File: src/rtl/bios_cmd_if.sv
// Command port and byte-stream bundle between a boot sequencer and the
// BIOS command encoder.
interface bios_cmd_if;
    logic        i_cmd_valid;
    logic        o_cmd_ready;
    logic        i_cmd_kind;
    logic [7:0]  i_opcode;
    logic [7:0]  i_arg_a;
    logic [7:0]  i_arg_b;
    logic [31:0] i_addr;
    logic [31:0] i_wdata;
    logic [7:0]  o_data;
    logic        o_valid;
    logic        i_out_ready;
    logic        o_busy;

    modport master (
        output i_cmd_valid, i_cmd_kind, i_opcode, i_arg_a, i_arg_b,
        output i_addr, i_wdata, i_out_ready,
        input  o_cmd_ready, o_data, o_valid, o_busy
    );

    modport slave (
        input  i_cmd_valid, i_cmd_kind, i_opcode, i_arg_a, i_arg_b,
        input  i_addr, i_wdata, i_out_ready,
        output o_cmd_ready, o_data, o_valid, o_busy
    );
endinterface

File: src/rtl/bios_cmd_encoder.sv
// Serialises raw BIOS commands and word-write macros into the byte
// stream consumed by the BIOS dispatcher.
module bios_cmd_encoder #(
    parameter logic [7:0] SYNC_BYTE = 8'hA5,
    parameter bit         SEND_SYNC = 1'b1
) (
    input  logic      clk,
    input  logic      rst,
    input  logic      clk_en,
    bios_cmd_if.slave bus
);
    typedef enum logic [2:0] {
        S_SYNC, S_IDLE, S_OPC, S_ARG_A, S_ARG_B
    } state_t;

    state_t      r_state;
    logic        r_kind;
    logic [7:0]  r_opc;
    logic [7:0]  r_a;
    logic [7:0]  r_b;
    logic [31:0] r_addr;
    logic [31:0] r_wdata;
    logic [1:0]  r_idx;
    logic [1:0]  r_phase;

    logic [31:0] w_addr_i;
    logic [7:0]  w_wbyte;
    logic [7:0]  w_cur_opc;
    logic [7:0]  w_cur_a;
    logic [7:0]  w_cur_b;
    logic [7:0]  w_next_opc;
    logic        w_xfer;
    logic        w_last_sub;
    logic        w_fin;

    assign w_addr_i   = r_addr + {30'd0, r_idx};
    assign w_wbyte    = r_wdata[{r_idx, 3'b000} +: 8];
    assign w_xfer     = bus.o_valid & bus.i_out_ready;
    assign w_last_sub = (r_idx == 2'd3) && (r_phase == 2'd2);

    // Macro phases map onto ADR_LOWER, ADR_UPPER, WRITE sub-commands
    always_comb begin
        w_cur_opc  = r_opc;
        w_cur_a    = r_a;
        w_cur_b    = r_b;
        w_next_opc = 8'h05;
        if (r_kind) begin
            unique case (r_phase)
                2'd0: begin
                    w_cur_opc  = 8'h05;
                    w_cur_a    = w_addr_i[7:0];
                    w_cur_b    = w_addr_i[15:8];
                    w_next_opc = 8'h06;
                end
                2'd1: begin
                    w_cur_opc  = 8'h06;
                    w_cur_a    = w_addr_i[23:16];
                    w_cur_b    = w_addr_i[31:24];
                    w_next_opc = 8'h04;
                end
                default: begin
                    w_cur_opc  = 8'h04;
                    w_cur_a    = w_wbyte;
                    w_cur_b    = 8'h00;
                    w_next_opc = 8'h05;
                end
            endcase
        end
    end

    always_comb begin
        w_fin = 1'b0;
        if (w_xfer) begin
            unique case (r_state)
                S_OPC:   w_fin = (w_cur_opc < 8'd4);
                S_ARG_A: w_fin = (w_cur_opc == 8'd4);
                S_ARG_B: w_fin = 1'b1;
                default: w_fin = 1'b0;
            endcase
        end
    end

    always_ff @(posedge clk) begin
        if (rst) begin
            r_state         <= SEND_SYNC ? S_SYNC : S_IDLE;
            bus.o_valid     <= 1'b0;
            bus.o_data      <= 8'h00;
            bus.o_cmd_ready <= SEND_SYNC ? 1'b0 : 1'b1;
            bus.o_busy      <= SEND_SYNC ? 1'b1 : 1'b0;
            r_kind          <= 1'b0;
            r_opc           <= 8'h00;
            r_a             <= 8'h00;
            r_b             <= 8'h00;
            r_addr          <= 32'd0;
            r_wdata         <= 32'd0;
            r_idx           <= 2'd0;
            r_phase         <= 2'd0;
        end else if (clk_en) begin
            unique case (r_state)
                S_SYNC: begin
                    if (!bus.o_valid) begin
                        bus.o_valid <= 1'b1;
                        bus.o_data  <= SYNC_BYTE;
                    end else if (bus.i_out_ready) begin
                        bus.o_valid     <= 1'b0;
                        bus.o_cmd_ready <= 1'b1;
                        bus.o_busy      <= 1'b0;
                        r_state         <= S_IDLE;
                    end
                end
                S_IDLE: begin
                    if (bus.i_cmd_valid) begin
                        r_kind          <= bus.i_cmd_kind;
                        r_opc           <= bus.i_opcode;
                        r_a             <= bus.i_arg_a;
                        r_b             <= bus.i_arg_b;
                        r_addr          <= bus.i_addr;
                        r_wdata         <= bus.i_wdata;
                        r_idx           <= 2'd0;
                        r_phase         <= 2'd0;
                        bus.o_cmd_ready <= 1'b0;
                        bus.o_busy      <= 1'b1;
                        bus.o_valid     <= 1'b1;
                        bus.o_data      <= bus.i_cmd_kind ? 8'h05
                                                          : bus.i_opcode;
                        r_state         <= S_OPC;
                    end
                end
                S_OPC: begin
                    if (w_xfer) begin
                        bus.o_data <= w_cur_a;
                        r_state    <= S_ARG_A;
                    end
                end
                S_ARG_A: begin
                    if (w_xfer) begin
                        bus.o_data <= w_cur_b;
                        r_state    <= S_ARG_B;
                    end
                end
                default: ;
            endcase
            // Last byte of a sub-command: chain the next one or go idle
            if (w_fin) begin
                if (r_kind && !w_last_sub) begin
                    bus.o_data <= w_next_opc;
                    r_state    <= S_OPC;
                    if (r_phase == 2'd2) begin
                        r_phase <= 2'd0;
                        r_idx   <= r_idx + 2'd1;
                    end else begin
                        r_phase <= r_phase + 2'd1;
                    end
                end else begin
                    bus.o_valid     <= 1'b0;
                    bus.o_cmd_ready <= 1'b1;
                    bus.o_busy      <= 1'b0;
                    r_state         <= S_IDLE;
                end
            end
        end
    end
endmodule

File: src/flat_wrapper.sv
// flat-port wrapper written by rule: the top's interface ports become plain ports
module bios_cmd_encoder_flat 
#(
    parameter logic [7:0] SYNC_BYTE = 8'hA5,
    parameter bit         SEND_SYNC = 1'b1
)
  (clk, rst, clk_en, bus_i_cmd_valid, bus_i_cmd_kind, bus_i_opcode, bus_i_arg_a, bus_i_arg_b, bus_i_addr, bus_i_wdata, bus_i_out_ready, bus_o_cmd_ready, bus_o_data, bus_o_valid, bus_o_busy);
  bios_cmd_if bus_i ();
  input  logic clk;
  input  logic rst;
  input  logic clk_en;
  input wire logic [$bits(bus_i.i_cmd_valid)-1:0] bus_i_cmd_valid;
  input wire logic [$bits(bus_i.i_cmd_kind)-1:0] bus_i_cmd_kind;
  input wire logic [$bits(bus_i.i_opcode)-1:0] bus_i_opcode;
  input wire logic [$bits(bus_i.i_arg_a)-1:0] bus_i_arg_a;
  input wire logic [$bits(bus_i.i_arg_b)-1:0] bus_i_arg_b;
  input wire logic [$bits(bus_i.i_addr)-1:0] bus_i_addr;
  input wire logic [$bits(bus_i.i_wdata)-1:0] bus_i_wdata;
  input wire logic [$bits(bus_i.i_out_ready)-1:0] bus_i_out_ready;
  output wire logic [$bits(bus_i.o_cmd_ready)-1:0] bus_o_cmd_ready;
  output wire logic [$bits(bus_i.o_data)-1:0] bus_o_data;
  output wire logic [$bits(bus_i.o_valid)-1:0] bus_o_valid;
  output wire logic [$bits(bus_i.o_busy)-1:0] bus_o_busy;
  assign bus_i.i_cmd_valid = bus_i_cmd_valid;
  assign bus_i.i_cmd_kind = bus_i_cmd_kind;
  assign bus_i.i_opcode = bus_i_opcode;
  assign bus_i.i_arg_a = bus_i_arg_a;
  assign bus_i.i_arg_b = bus_i_arg_b;
  assign bus_i.i_addr = bus_i_addr;
  assign bus_i.i_wdata = bus_i_wdata;
  assign bus_i.i_out_ready = bus_i_out_ready;
  assign bus_o_cmd_ready = bus_i.o_cmd_ready;
  assign bus_o_data = bus_i.o_data;
  assign bus_o_valid = bus_i.o_valid;
  assign bus_o_busy = bus_i.o_busy;
  bios_cmd_encoder #(.SYNC_BYTE(SYNC_BYTE), .SEND_SYNC(SEND_SYNC)) u_core (.clk(clk), .rst(rst), .clk_en(clk_en), .bus(bus_i));
endmodule
File: config.mk
export PLATFORM = sky130hd
export DESIGN_NAME = bios_cmd_encoder_flat
export DESIGN_NICKNAME = d
export VERILOG_FILES = /design/src/rtl/bios_cmd_if.sv /design/src/rtl/bios_cmd_encoder.sv /design/src/flat_wrapper.sv
export SDC_FILE = /design/constraint.sdc
export NUM_CORES = 1
export LEC_CHECK = 0
export BUFFER_PORTS_ARGS = -buffer_cell sky130_fd_sc_hd__buf_4
export CAP_MARGIN = 20
export CELL_PAD_IN_SITES_DETAIL_PLACEMENT = 0
export CELL_PAD_IN_SITES_GLOBAL_PLACEMENT = 2
export CORE_UTILIZATION = 35
export CTS_BUF_LIST = sky130_fd_sc_hd__clkbuf_2
export DETAILED_ROUTE_END_ITERATION = 6
export GPL_TIMING_DRIVEN = 1
export PLACE_DENSITY = 0.87
export SYNTH_ARGS = -nofsm -noshare
export SYNTH_HDL_FRONTEND = slang
export SYNTH_SLANG_ARGS = --single-unit
File: constraint.sdc
create_clock -name clk -period 4 [get_ports clk]
set_clock_uncertainty 0.1 [all_clocks]
set_input_delay 0.8 -clock clk [delete_from_list [all_inputs] [get_ports clk]]
set_output_delay 0.8 -clock clk [all_outputs]
set_load 0.01 [all_outputs]
**Word level (Yosys, flattened, before mapping)**

Index checks and enable logic that the tools add are counted.

- Bits in registers: 107
- Output and inout bits: 11
- Bits of input ports: 94

- Add/subtract/negate cells: 3
- Shift operators: 1
- Bitwise gates (word level): 1
- Reduce and logical (&&, ||, !) cells: 8
- Multiplexer cells: 54
- Equal/unequal tests: 13
- $lt $le $gt $ge: 1

Operators with widths:

| cell | count |
|---|---|
| 2-to-1 mux 8 bit | 11 |
| adder 32 x 2 -> 32 bit | 1 |
| case mux 8 bit (2 select lines) | 2 |
| case mux 8 bit (4 select lines) | 1 |
| variable part select 32 x 6 -> 8 bit | 1 |
| 2-to-1 mux 2 bit | 11 |
| 2-to-1 mux 3 bit | 6 |
| 2-to-1 mux 1 bit | 16 |
| case mux 3 bit (4 select lines) | 1 |
| != test 3 x 1 -> 1 bit, second input constant | 3 |
| equality test 8 x 3 -> 1 bit, second input constant | 1 |
| less-than comparator 8 x 3 -> 1 bit, second input constant | 1 |
| case mux 2 bit (2 select lines) | 2 |
| AND reduction 7 bit | 1 |
| equality test 3 x 2 -> 1 bit, second input constant | 2 |
| != test 3 x 2 -> 1 bit, second input constant | 2 |
| case mux 1 bit (2 select lines) | 3 |
| nonzero test 5 bit | 1 |
| adder 2 x 1 -> 2 bit, second input constant | 2 |
| equality test 2 bit, second input constant | 2 |
| equality test 3 x 1 -> 1 bit, second input constant | 1 |
| equality test 3 bit, second input constant | 1 |
| zero test 3 bit | 1 |
| case mux 1 bit (3 select lines) | 1 |
| 6 further kinds | 7 |

**Longest topological paths before layout**

- Depth in word-level cells: 8
- Depth in mapped cells: 9

**Least setup slack after synthesis**

Ideal clock, no wire load.

- Kind: register to register
- Start: register u_core.r_idx[0]
- End: register u_core.bus.o_data[4]
- Period minus slack after synthesis: 2421 ps
- Buffers on the path: 1
- Data required time: 3826 ps
- Arrival: 2246 ps
- Slack: 1579 ps
- Stages on the path, launching flop included: 10
- Path through: dfxtp_1 ha_1 fa_1 nand4_1 or3_1 clkbuf_1 or4_1 a21oi_1 o31ai_1 a31oi_1

- Cells in the longest elaborated chain, start to end: 7

Ends and longest elaborated chain:

| what | line | source |
|---|---|---|
| start, declared | bios_cmd_encoder.sv:23 | `logic [1:0] r_idx;` |
| start signal, assigned | bios_cmd_encoder.sv:150 | `r_idx <= r_idx + 2'd1;` |
| adder 32 x 2 -> 32 bit / variable part select 32 x 6 -> 8 bit (equally long branches) | bios_cmd_encoder.sv:36, bios_cmd_encoder.sv:37 |  |
| case mux 8 bit (2 select lines) | bios_cmd_encoder.sv:48 | `unique case (r_phase)` |
| 2-to-1 mux 8 bit | bios_cmd_encoder.sv:47 | `if (r_kind) begin` |
| 2-to-1 mux 8 bit, on equally long branches | bios_cmd_encoder.sv:136, bios_cmd_encoder.sv:130 |  |
| case mux 8 bit (4 select lines) | bios_cmd_encoder.sv:99 | `unique case (r_state)` |
| 2-to-1 mux 8 bit | bios_cmd_encoder.sv:145 | `if (r_kind && !w_last_sub) begin` |
| 2-to-1 mux 8 bit * | bios_cmd_encoder.sv:144 | `if (w_fin) begin` |
| end signal, assigned | bios_cmd_encoder.sv:131 | `bus.o_data <= w_cur_a;` |
| end signal, assigned | bios_cmd_encoder.sv:137 | `bus.o_data <= w_cur_b;` |
| end signal, assigned | bios_cmd_encoder.sv:146 | `bus.o_data <= w_next_opc;` |
| end, declared | bios_cmd_if.sv:26 | `output o_cmd_ready, o_data, o_valid, o_busy` |

Mark *: on every way between the ends. The rest lies on a longest branch, timed or not.
A chain may end at the register's enable or synchronous reset.

**Worst setup path in the final report**

- Start: register u_core.r_idx[0]
- End: register u_core.bus.o_data[0]

The elaborated chain is that of the path after synthesis.

==> results.json <==
{
  "cap_violations": 0,
  "netlist.top_cell.by_area": "dfxtp_1",
  "syn_nets": 842,
  "hold_path_depth": 3,
  "power_uw": 2181,
  "ios": 105,
  "grt_overflow_total": 0,
  "portBuffers": 104,
  "crit_path_max_fanout": 11,
  "coreArea_um2": 15370,
  "clock-sinks": 107,
  "hpwl_mm": 12.88,
  "path_depth": 8,
  "worst_setup_path_start_kind": "register",
  "synth_top_area_share_pct": 38.41,
  "crit_path_max_incr_delay_ps": 790,
  "post_synth.cell_area_avg_um2": 7.495,
  "cts_made_buffers": 9,
  "multi_input_area_um2": 3172,
  "synth_cell_type_count": 63,
  "async_reset_ff_share_pct": 0,
  "grtUsageTotal_pct": 21.77,
  "cp_data_arrival_time_ps": 3670,
  "worstSetupPathType": "register to register",
  "netlist_area_um2": 5577,
  "clockRootBuffer": "clkbuf_2",
  "area_growth_pct": 19.43,
  "nets": 907,
  "fmax_mhz": 312.3,
  "tns_ps": 0,
  "fillCellCount": 1628,
  "antenna_found_initial": 1,
  "routedWlPerCell_um": 16.94,
  "drv_slew": 0,
  "seqCellArea_um2": 2142,
  "synthTopCellsByArea": "dfxtp_1, nand2_1, a21oi_1",
  "hold_class": "input port to register",
  "fin_area_um2": 6660,
  "synth_flop_cell": "dfxtp_1",
  "min_period_ps": 3202,
  "ys_seq_elements": 107,
  "rows": 45,
  "htreeDepth": 3,
  "finalSetupViolations": 0,
  "clk_path_buf_depth": 2,
  "ff2ff_path_depth": 8,
  "rsz0062_at_grt": "no",
  "synth_common_cells": "nand2_1, dfxtp_1, a21oi_1, clkbuf_1, o21ai_0",
  "crit_chain": "ha_1 > fa_1 > nand4_1 > or3_1 > or4_1 > a211oi_1 > o21ai_1 > a21oi_1",
  "worst_slew_pin_slew_ps": 989.4,
  "firstDrtPassIters": 5,
  "critical-path-slowest-cell": "dfxtp_1",
  "synth_edf_count": 0,
  "hold_viol_final": 0,
  "grt_max_degree": 107,
  "place_congestion": 0.8722,
  "cts_tree": "yes",
  "wirelength_mm": 17.38,
  "drive_above_1_share_pct": 17.81,
  "synthCells": 744,
  "fin_ws_ps": 798.1,
  "ys_warn_count": 0,
  "path_delay_family": "simple AND/OR/NAND/NOR gates",
  "crit_buf_inv": 0,
  "vias_per_cell": 5.460,
  "p_per_area_nw_per_um2": 327.4,
  "pre_cts_ws_ps": 842.9,
  "route.detailed.drc": 0,
  "cp.required_ps": 4470,
  "detail-route-antenna-nets": 0,
  "yosysMostFrequentCell": "nand2_1",
  "grt_pass1_vias": 5301,
  "postCtsHoldBufs": 0,
  "endpoint_kind": "register",
  "leakage_uw": 0.002262,
  "vias": 5602,
  "min_period_over_period_pct": 80.05,
  "dieWidth_um": 128.2,
  "dieArea_um2": 16440,
  "placed_area_um2": 6454,
  "status": "complete, no violations",
  "postCtsSetupBuffers": 0,
  "drtIter0Drc": 361,
  "clk_pin_slew_ps": 310,
  "yosysSeqAreaShare_pct": 38.41,
  "relSlewSlack_pct": 33.53,
  "clock_latency_ps": 630,
  "start_util_pct": 36.28,
  "post_cts_resize_count": 0,
  "die_h_um": 128.2,
  "grt_pass1_wl_mm": 27.71,
  "vdd_drop_max_uv": 190.1
}
-- layout make-up --
type	count	share of cell area, %
Timing Repair Buffer	110	12.89
Antenna cell	1	0.03757
Clock buffer	9	0.6763
Sequential cell	107	32.16
Multi-Input combinational cell	569	47.62
Tap cell	211	3.964
Inverter	12	0.6763
Clock inverter	7	1.973
-- cell usage in the layout (no fill, tap or decap), types with 4 or more instances in the layout --
| cell type | instances |
|---|---|
| a221o_1 | 4 |
| a31oi_1 | 7 |
| and4_1 | 5 |
| o21ai_1 | 7 |
| xor2_1 | 12 |
| o22ai_1 | 4 |
| o31ai_1 | 7 |
| and3_1 | 4 |
| nor3_1 | 13 |
| or3_1 | 9 |
| o21ai_0 | 30 |
| nand4_1 | 10 |
| dfxtp_1 | 107 |
| xnor2_1 | 7 |
| inv_1 | 11 |
| clkbuf_2 | 9 |
| and2_1 | 5 |
| a211oi_1 | 8 |
| nand2_1 | 208 |
| nand3_1 | 13 |
| nor4_1 | 8 |
| o211ai_1 | 5 |
| a21oi_1 | 104 |
| buf_4 | 108 |
| mux4_2 | 8 |
| or4_1 | 5 |
| nor2_1 | 27 |
-- kinds of logic after synthesis --
family                     count (synthesis)  synth area share (%)
adders and majority gates                  4                 1.032
xor gates and xnor gates                  19                 2.984
muxes                                     11                 3.769
buffers and inverters                     68                 4.779
and+or+nand+nor                          326                 26.50
DFF                                      107                 38.41
AOI/OAI and AO/OA                        209                 22.53
-- tightest hold or removal path, cell delays in order --
cell	delay (ps)
buf_4	110
nand2_1	40
a21oi_1	50
-- per-stage QoR --
step	cells	hold WS [ps]	util, %
2_1_floorplan	744	330.8	-
3_3_place_gp	1008	338.7	41.99
3_5_place_dp	1008	341.1	41.99
4_1_cts	1024	205.9	43.13
5_1_grt	1026	157.6	43.33
6_report	1026	264.7	43.33
-- path summary, 6_finish.rpt --
check | startpoint | to | slack [ps]
hold / removal | bus_i_wdata[31] | u_core.r_wdata[31] | 260
setup / recovery | u_core.r_idx[0] | u_core.bus.o_data[0] | 800
setup reg to reg | u_core.r_idx[0] | u_core.bus.o_data[0] | 800
hold reg to reg | u_core.r_opc[7] | u_core.r_opc[7] | 370
-- registers in the layout, summed over array words and instances, names as in the netlist --
signal / count
u_core.r_addr: 32
u_core.r_wdata: 32
u_core.bus.o_data: 8
u_core.bus.o_valid: 1
u_core.bus.o_busy: 1
u_core.r_a: 8
u_core.r_state: 3
u_core.bus.o_cmd_ready: 1
u_core.r_opc: 8
u_core.r_idx: 2
u_core.r_kind: 1
u_core.r_b: 8
u_core.r_phase: 2
-- power by group --
| part | switching [µW] | leakage (µW) | internal [µW] |
|---|---|---|---|
| clock network | 388 | 0.0000981 | 282 |
| logic | 189 | 0.00130 | 164 |
| registers | 48.6 | 0.000864 | 1110 |
| total | 625 | 0.00226 | 1560 |
-- layer usage --
| metal | up-vias | share of wire (%) | GRT usage (%) |
|---|---|---|---|
| met5 | - | 0 | 0 |
| met4 | 0 | 2.2 | 7.820 |
| met3 | 26 | 5.2 | 4.090 |
| met2 | 193 | 48 | 35.29 |
| met1 | 2627 | 45 | 28.76 |
| li1 | 2756 | - | - |
Note: power is estimated with default switching activity, not from simulation.
